--- src/rtl/bcd_operand_entry.sv ---
// bcd_operand_entry
// Keypad-driven operand entry sequencer feeding a 3-digit signed BCD
// add/subtract unit. Collects operand A, operator, operand B and '=',
// then presents the operands with a valid/ready handshake.
//
// Ports:
//   clk, rst_n         clock (rising edge), async active-low reset
//   key_valid/key_code key strobe and code (0-9 digit, 10 '+', 11 '-',
//                      12 '=', 13 clear, 14 sign toggle, others ignored)
//   op_ready           downstream accepts operands
//   A, B               BCD operands, MS digit in the top nibble
//   Asign, Bsign, Mode operand signs (1 = negative), 0 = add / 1 = subtract
//   op_valid           operands complete and stable
//   entry_val/_sign    operand currently being typed, for the display
//   ovf_err            sticky: a digit was dropped on a full operand
//   res, res_sign      (BCD_ENTRY_CHAIN_EN only) adder result for chaining
//
// Optional feature: define BCD_ENTRY_CHAIN_EN to let '+'/'-' after a
// completed calculation reuse the adder result as the next operand A.
module bcd_operand_entry #(
  parameter int unsigned NDIG  = 3,
  parameter int unsigned KEY_W = 5
) (
  input  logic                clk,
  input  logic                rst_n,
  input  logic                key_valid,
  input  logic [KEY_W-1:0]    key_code,
  input  logic                op_ready,
`ifdef BCD_ENTRY_CHAIN_EN
  input  logic [4*NDIG-1:0]   res,
  input  logic                res_sign,
`endif
  output logic [4*NDIG-1:0]   A,
  output logic [4*NDIG-1:0]   B,
  output logic                Asign,
  output logic                Bsign,
  output logic                Mode,
  output logic                op_valid,
  output logic [4*NDIG-1:0]   entry_val,
  output logic                entry_sign,
  output logic                ovf_err
);

  localparam int unsigned OW = 4 * NDIG;
  localparam int unsigned CW = $clog2(NDIG + 1);

  localparam logic [KEY_W-1:0] K_PLUS  = KEY_W'(10);
  localparam logic [KEY_W-1:0] K_MINUS = KEY_W'(11);
  localparam logic [KEY_W-1:0] K_EQ    = KEY_W'(12);
  localparam logic [KEY_W-1:0] K_CLR   = KEY_W'(13);
  localparam logic [KEY_W-1:0] K_TOG   = KEY_W'(14);
  localparam logic [CW-1:0]    CNT_FULL = CW'(NDIG);

  typedef enum logic [1:0] {
    S_A    = 2'd0,
    S_B    = 2'd1,
    S_REQ  = 2'd2,
    S_DONE = 2'd3
  } state_t;

  state_t         state, state_n;
  logic [CW-1:0]  cnt_a, cnt_b, cnt_a_n, cnt_b_n;
  logic [OW-1:0]  a_n, b_n;
  logic           as_n, bs_n, mode_n, ovf_n;

  // Key decode
  logic           k_digit, k_op, k_eq, k_clr, k_tog;
  logic [3:0]     digit;

  assign digit   = key_code[3:0];
  assign k_digit = key_valid && (key_code < KEY_W'(10));
  assign k_op    = key_valid && ((key_code == K_PLUS) || (key_code == K_MINUS));
  assign k_eq    = key_valid && (key_code == K_EQ);
  assign k_clr   = key_valid && (key_code == K_CLR);
  assign k_tog   = key_valid && (key_code == K_TOG);

  // State and output registers
  always_ff @(posedge clk or negedge rst_n) begin
    if (!rst_n) begin
      state      <= S_A;
      cnt_a      <= '0;
      cnt_b      <= '0;
      A          <= '0;
      B          <= '0;
      Asign      <= 1'b0;
      Bsign      <= 1'b0;
      Mode       <= 1'b0;
      op_valid   <= 1'b0;
      entry_val  <= '0;
      entry_sign <= 1'b0;
      ovf_err    <= 1'b0;
    end else begin
      state      <= state_n;
      cnt_a      <= cnt_a_n;
      cnt_b      <= cnt_b_n;
      A          <= a_n;
      B          <= b_n;
      Asign      <= as_n;
      Bsign      <= bs_n;
      Mode       <= mode_n;
      op_valid   <= (state_n == S_REQ);
      entry_val  <= (state_n == S_A) ? a_n  : b_n;
      entry_sign <= (state_n == S_A) ? as_n : bs_n;
      ovf_err    <= ovf_n;
    end
  end

  // Next-state and next-operand logic
  always_comb begin
    state_n = state;
    cnt_a_n = cnt_a;
    cnt_b_n = cnt_b;
    a_n     = A;
    b_n     = B;
    as_n    = Asign;
    bs_n    = Bsign;
    mode_n  = Mode;
    ovf_n   = ovf_err;

    if (k_clr) begin
      // Clear wins over everything, including a pending handshake
      state_n = S_A;
      cnt_a_n = '0;
      cnt_b_n = '0;
      a_n     = '0;
      b_n     = '0;
      as_n    = 1'b0;
      bs_n    = 1'b0;
      mode_n  = 1'b0;
      ovf_n   = 1'b0;
    end else begin
      case (state)
        S_A: begin
          if (k_digit) begin
            if (cnt_a == CNT_FULL) begin
              ovf_n = 1'b1;
            end else begin
              a_n = (A << 4) | OW'(digit);
              // Leading zeros do not consume a digit position
              if (!((cnt_a == '0) && (digit == 4'd0))) cnt_a_n = cnt_a + CW'(1);
            end
          end else if (k_op) begin
            mode_n  = (key_code == K_MINUS);
            state_n = S_B;
          end else if (k_tog) begin
            as_n = ~Asign;
          end
        end

        S_B: begin
          if (k_digit) begin
            if (cnt_b == CNT_FULL) begin
              ovf_n = 1'b1;
            end else begin
              b_n = (B << 4) | OW'(digit);
              if (!((cnt_b == '0) && (digit == 4'd0))) cnt_b_n = cnt_b + CW'(1);
            end
          end else if (k_op) begin
            mode_n = (key_code == K_MINUS);
          end else if (k_eq) begin
            state_n = S_REQ;
          end else if (k_tog) begin
            bs_n = ~Bsign;
          end
        end

        S_REQ: begin
          // Operands frozen; only the handshake (or clear) leaves this state
          if (op_valid && op_ready) state_n = S_DONE;
        end

        S_DONE: begin
          if (k_digit) begin
            // New calculation: first digit starts a fresh operand A
            state_n = S_A;
            a_n     = OW'(digit);
            b_n     = '0;
            as_n    = 1'b0;
            bs_n    = 1'b0;
            mode_n  = 1'b0;
            cnt_a_n = (digit == 4'd0) ? CW'(0) : CW'(1);
            cnt_b_n = '0;
          end
`ifdef BCD_ENTRY_CHAIN_EN
          else if (k_op) begin
            // Chain: previous result becomes a full operand A
            state_n = S_B;
            a_n     = res;
            as_n    = res_sign;
            b_n     = '0;
            bs_n    = 1'b0;
            mode_n  = (key_code == K_MINUS);
            cnt_a_n = CNT_FULL;
            cnt_b_n = '0;
          end
`endif
        end

        default: state_n = S_A;
      endcase
    end
  end

endmodule

--- config.mk ---
export PLATFORM = sky130hd
export DESIGN_NAME = bcd_operand_entry
export DESIGN_NICKNAME = d
export VERILOG_FILES = /design/src/rtl/bcd_operand_entry.sv
export SDC_FILE = /design/constraint.sdc
export NUM_CORES = 1
export LEC_CHECK = 0
export CAP_MARGIN = 15
export CORE_MARGIN = 3
export CORE_UTILIZATION = 54
export CTS_CLUSTER_SIZE = 30
export DETAILED_ROUTE_END_ITERATION = 12
export GPL_ROUTABILITY_DRIVEN = 0
export PLACE_DENSITY = 0.84
export SETUP_SLACK_MARGIN = 0.2
export SLEW_MARGIN = 20
export SYNTH_ARGS = -nofsm -noshare
export SYNTH_HDL_FRONTEND = slang
export SYNTH_SLANG_ARGS = --single-unit
export TNS_END_PERCENT = 1
--- constraint.sdc ---
create_clock -name clk -period 4.23 [get_ports clk]
set_clock_uncertainty 0.2 [all_clocks]
set_input_delay 1.269 -clock clk [delete_from_list [all_inputs] [get_ports clk]]
set_output_delay 1.269 -clock clk [all_outputs]
set_load 0.005 [all_outputs]
# Yosys cells after proc, flatten, opt, wreduce, memory -nomap -nowiden
# Index checks and enable logic that the tools add are counted.
classes:
  add_sub_neg: 2
  order_cmp: 1
  n_eq_ne: 22
  mux: 58
  n_bitwise: 4
  reduce_logical: 23
op_table:
  columns: ["op", "n"]
  rows:
  - ["two-way mux 12 bit", 9]
  - ["case mux 12 bit (2 select lines)", 2]
  - ["two-way mux 2 bit", 18]
  - ["!= test 3 bit (second input constant)", 9]
  - ["== test 5 x 4 -> 1 bit (second input constant)", 5]
  - ["bitwise OR 12 x 4 -> 12 bit", 2]
  - ["two-way mux 1 bit", 22]
  - ["AND reduction 5 bit", 3]
  - ["nonzero test 3 bit", 4]
  - ["== test 2 bit (second input constant)", 5]
  - ["logical AND 1 bit", 8]
  - ["zero test 2 bit", 4]
  - ["case mux 1 bit (2 select lines)", 4]
  - ["case mux 2 bit (2 select lines)", 2]
  - ["case mux 2 bit (4 select lines)", 1]
  - ["less-than comparator 5 x 4 -> 1 bit (second input constant)", 1]
  - ["adder 2 x 1 -> 2 bit (second input constant)", 2]
  - ["zero test 4 bit", 1]
  - ["AND reduction 4 bit", 1]
  - ["!= test 3 x 1 -> 1 bit (second input constant)", 1]
  - ["!= test 3 x 2 -> 1 bit (second input constant)", 1]
  - ["== test 2 x 1 -> 1 bit (second input constant)", 1]
  - ["inverter 1 bit", 2]
  - ["OR reduction 2 bit", 1]
  - ["logical OR 1 bit", 1]
word_totals:
  regBits: 48
  in_bits: 9
  out_inout_bits: 42
  wordCells: 122

# Logic depth before layout (Yosys ltp)
logic_depth:
  ltp_word: 9
  mapped_depth: 9
  mapped_depth_nobuf: 7

# Worst setup path after synthesis
# Ideal clock, no wire load.
synth_path:
  kind: "input to register"
  from: "input key_code[1]"
  to: "register entry_val[10]"
  setup_ps: 127
  arrival_ps: 2724
  required_ps: 3903
  setup_slack_ps: 1179
  cell_stages: 7
  n_path_buf: 2
  path_cell_list: "buf_2 > and4bb_1 > a311oi_1 > a311oi_2 > nor2_2 > buf_6 > mux2_1"
synth_via:
  elab_chain_len: 9
  word_cells_on_any_way: 28
  cone_classes: "order compare: 1; eq/ne: 4; mux: 17; reduce/logical: 6"
synth_rtl:
  columns: ["element", "line_no", "text"]
  rows:
  - ["from (decl)", "27", "input logic [KEY_W-1:0] key_code,"]
  - ["== test 5 x 4 -> 1 bit, on equally long branches", "73, 72", null]
  - ["logical AND 1 bit or logical OR 1 bit (tied branches)", "73, 72", null]
  - ["two-way mux 2 bit or logical AND 1 bit (tied branches)", "160, 72", null]
  - ["two-way mux 2 bit, on equally long branches", "158, 142", null]
  - ["two-way mux 2 bit, on equally long branches", "151, 134", null]
  - ["case mux 2 bit (4 select lines)", "132", "case (state)"]
  - ["two-way mux 2 bit *", "120", "if (k_clr) begin"]
  - ["net state_n[0]", "61", "state_t state, state_n;"]
  - ["zero test 2 bit *", "102", "entry_val <= (state_n == S_A) ? a_n : b_n;"]
  - ["two-way mux 12 bit *", "102", null]
  - ["to (signal assigned)", "102", null]
  - ["to (decl)", "39", "output logic [4*NDIG-1:0] entry_val,"]
# The timed path passes the listed nets; every way through them passes the cells marked *.
# A chain may end at the register's enable or synchronous reset.

# Final worst setup path
layout_path:
  from: "input key_code[1]"
  to: "register entry_val[4]"
# Same word-level chain as after synthesis.

==> results.toml <==
[yosys]
synth_top_family_by_area = "compound AO/OA/AOI/OAI gates"
synth_top_area_share_pct = 51.15
syn_inst = 210
syn_area_per_cell_um2 = 11.18
yosysWarnings = 0
yosys.area_share.adder_pct = 4.262
synth_compound_area_share_pct = 20.40
synthSimpleGateAreaFrac_pct = 13.53
seq_area_frac_synth_pct = 51.15
muxShareOfSynthArea_pct = 6.660
synth_xor_xnor_area_share_pct = 0
synth_nets = 227
ys_top_cells_by_area = "dfrtp_1, mux2_1, a32o_1"
synthDistinctLibCells = 49
yosys.area.top_type = "dfrtp_1"
syn_area_um2 = 2349
synth_seq_cells = 48

[pwr]
p_leak_nw = 1.327
p_total_mw = 2.022
p_comb_share_pct = 45.6
internal_power_mw = 1.288
seqPwrFrac_pct = 36.5
ir_worst_vdd_uv = 405.4
p_per_area_nw_per_um2 = 674.6
power_frac_clock_pct = 18.0
p_sw_mw = 0.7346
switching_share_pct = 36.32

[hold_path]
worstHoldStart = "ovf_err"
min_path_cells = 2
hp-class = "reg2reg"
holdPathEnd = "ovf_err"

[cts]
cts_made_buffers = 5
cts.sinks = 48
cts_tree = "built"
clk_pin_slew_ns = 0.10
cts_resized = 0
cts_hold_buf = 0
cts_setup_buffers = 0
insertion_delay_ns = 0.30
root_buffer = "clkbuf_8"
clockBufferDepth = 2
htreeDepth = 2

[die]
start_util_pct = 57.47
die-area_um2 = 5176
coreArea_um2 = 4086
std_cell_rows = 23
die_h_um = 71.95
die_w_um = 71.95
io_pins = 51

[detailed_routing]
drtAntennaViolNets = 0
vias = 2000
drc = 0
wirelength_um = 5962
wire_per_inst_um = 19.29
drt-pass1-iter-count = 5
drtIter0Drc = 173
vias_per_cell = 6.472

[grt]
grt_max_degree = 49
grt_first_pass_wirelength_um = 9487
antenna_found_initial = 0
grt_usage_pct = 23.52
overflow = 0
grt_pass1_vias = 1894

[sta]
fmax_ghz = 0.2706
tightest_slew_ns = 1.010
period_share_pct = 87.37
worst_slack_ns = 0.5343
drv_slew = 0
post-route-min-period_ns = 3.696
finalSetupViolations = 0
rsz0062_at_grt = "false"
hold_viol = 0
finalSetupTns_ns = 0
slew_headroom_pct = 32.66

[critical_path]
worst_setup_path_start_kind = "input port"
worstPathRequired_ns = 4.21
r2r_cells = 7
cp_max_fo = 13
r2r_end = "entry_val[4]"
crit_path_end_kind = "flip-flop"
r2r_start = "state[1]"
regToRegSetupSlack_ns = 1.15
critPathKind = "in2reg"
cp.arrival_ns = 3.68

[place]
io_buffers = 50
place_hpwl_um = 3952
dp_slack_ns = 0.2574
dpl_cell_area_um2 = 2869

[final_layout]
drive_gt1_share_pct = 5.792
nNetsFinal = 275
nFillCells = 270
area_delta_synth_final_pct = 27.65
stdcell_area_um2 = 2998
antenna_cells = 0

[outcome]
status = "finished clean"

[run]
max-cap-violations = 0
-- worst max-delay path by stage --
stage | start | end | depth (start not counted)
after floorplan | key_code[1] | entry_val[10] | 7
after global placement | key_code[1] | entry_val[2] | 6
after detailed placement | key_code[1] | entry_val[8] | 6
after CTS | key_code[1] | entry_val[4] | 6
after global routing | key_code[1] | entry_val[4] | 6
final | key_code[1] | entry_val[4] | 6
-- synthesized netlist by cell type (all sizes together) --
library cell	instances
o21a	2
a2111o	1
mux2	13
mux2i	1
a31oi	4
a21oi	6
a211o	1
and4b	2
nand2b	3
and4	1
nor3	5
a21boi	2
dfrtp	48
a221oi	1
nor2	21
o31ai	1
o21ai	7
ha	8
nand4b	1
o31a	1
inv	11
nor2b	5
nor4	2
a32o	12
and3	1
nor3b	1
and4bb	1
nand4	1
nand3	4
buf	5
o311a	1
o2111ai	1
a311oi	3
and2	1
a41o	1
o211ai	3
nand2	4
a22oi	11
nand3b	3
clkbuf	6
or4b	1
a211oi	3
-- routing by layer --
layer	track usage, %	vias to the layer above	share of wire, %
met4	7.933	0	1.8
met5	0	-	0
met1	32.23	1006	44
met3	6.233	13	6.5
li1	-	890	-
met2	36.63	91	48
-- worst max-delay path, cell delays in order --
cell,delay [ns]
clkdlybuf4s50_1,0.58
and4bb_1,0.34
a311oi_1,0.34
a311oi_2,0.12
nor2_2,0.64
mux2_1,0.39
-- through the flow --
stage	util (%)	cells	hold slack (ns)
after global placement	70.21	301	0.3021
after global routing	73.36	309	0.3561
after floorplan	-	210	0.2944
final	73.36	309	0.3238
after CTS	73.30	309	0.3254
after detailed placement	70.21	301	0.3131
-- power groups by stage --
stage	Clock, mW	Sequential, mW	Combinational (mW)
floorplan	0	0.730	0.517
global placement	0	0.740	0.891
detailed placement	0	0.741	0.912
CTS	0.365	0.736	0.923
global route	0.382	0.759	0.999
finish	0.363	0.738	0.921
-- cells by family (layout without fill, tap and decap cells) --
family                   after synthesis  after routing
multiplexers                          14             14
AND/OR/NAND/NOR                       57             57
AO/OA/AOI/OAI                         61             61
flip-flops                            48             48
adder cells (fa/ha/maj)                8              8
buffers and inverters                 22             71
-- layout make-up --
| cell class | count | area, um2 | area share (%) |
|---|---|---|---|
| inverters | 11 | 41.29 | 1.377 |
| multi-input cells | 140 | 1054 | 35.14 |
| repair buffers | 52 | 513.0 | 17.11 |
| clock inverters | 1 | 30.03 | 1.002 |
| clock buffers | 7 | 96.34 | 3.214 |
| flip-flops and latches | 48 | 1201 | 40.07 |
| well taps | 50 | 62.56 | 2.087 |
-- sequential cells by signal, summed over array words and instances, names as in the netlist --
register,cells
A,12
Asign,1
B,12
Bsign,1
Mode,1
cnt_a,2
cnt_b,2
entry_sign,1
entry_val,12
op_valid,1
ovf_err,1
state,2
-- cells in the final DEF (no fill, tap or decap), types with 2 or more instances in the layout --
cell / Yosys / layout
a21oi_1: 6 / 6
o21a_1: 2 / 2
nand2b_1: 3 / 3
a31oi_1: 4 / 4
and4b_1: 2 / 2
clkbuf_8: 0 / 7
o21ai_0: 4 / 4
a22oi_1: 11 / 11
mux2_1: 13 / 13
inv_1: 11 / 11
nand2_1: 4 / 4
buf_4: 0 / 3
ha_1: 8 / 8
dfrtp_1: 48 / 48
nand3b_1: 3 / 3
a311oi_1: 2 / 2
o21ai_1: 3 / 3
nand3_1: 4 / 4
nor3_1: 4 / 4
nor2_1: 20 / 20
o211ai_1: 3 / 3
a211oi_1: 2 / 2
nor4_1: 2 / 2
nor2b_1: 5 / 5
a32o_1: 12 / 12
clkdlybuf4s50_1: 0 / 49
a21boi_0: 2 / 2
Note: power is estimated with default switching activity, not from simulation.
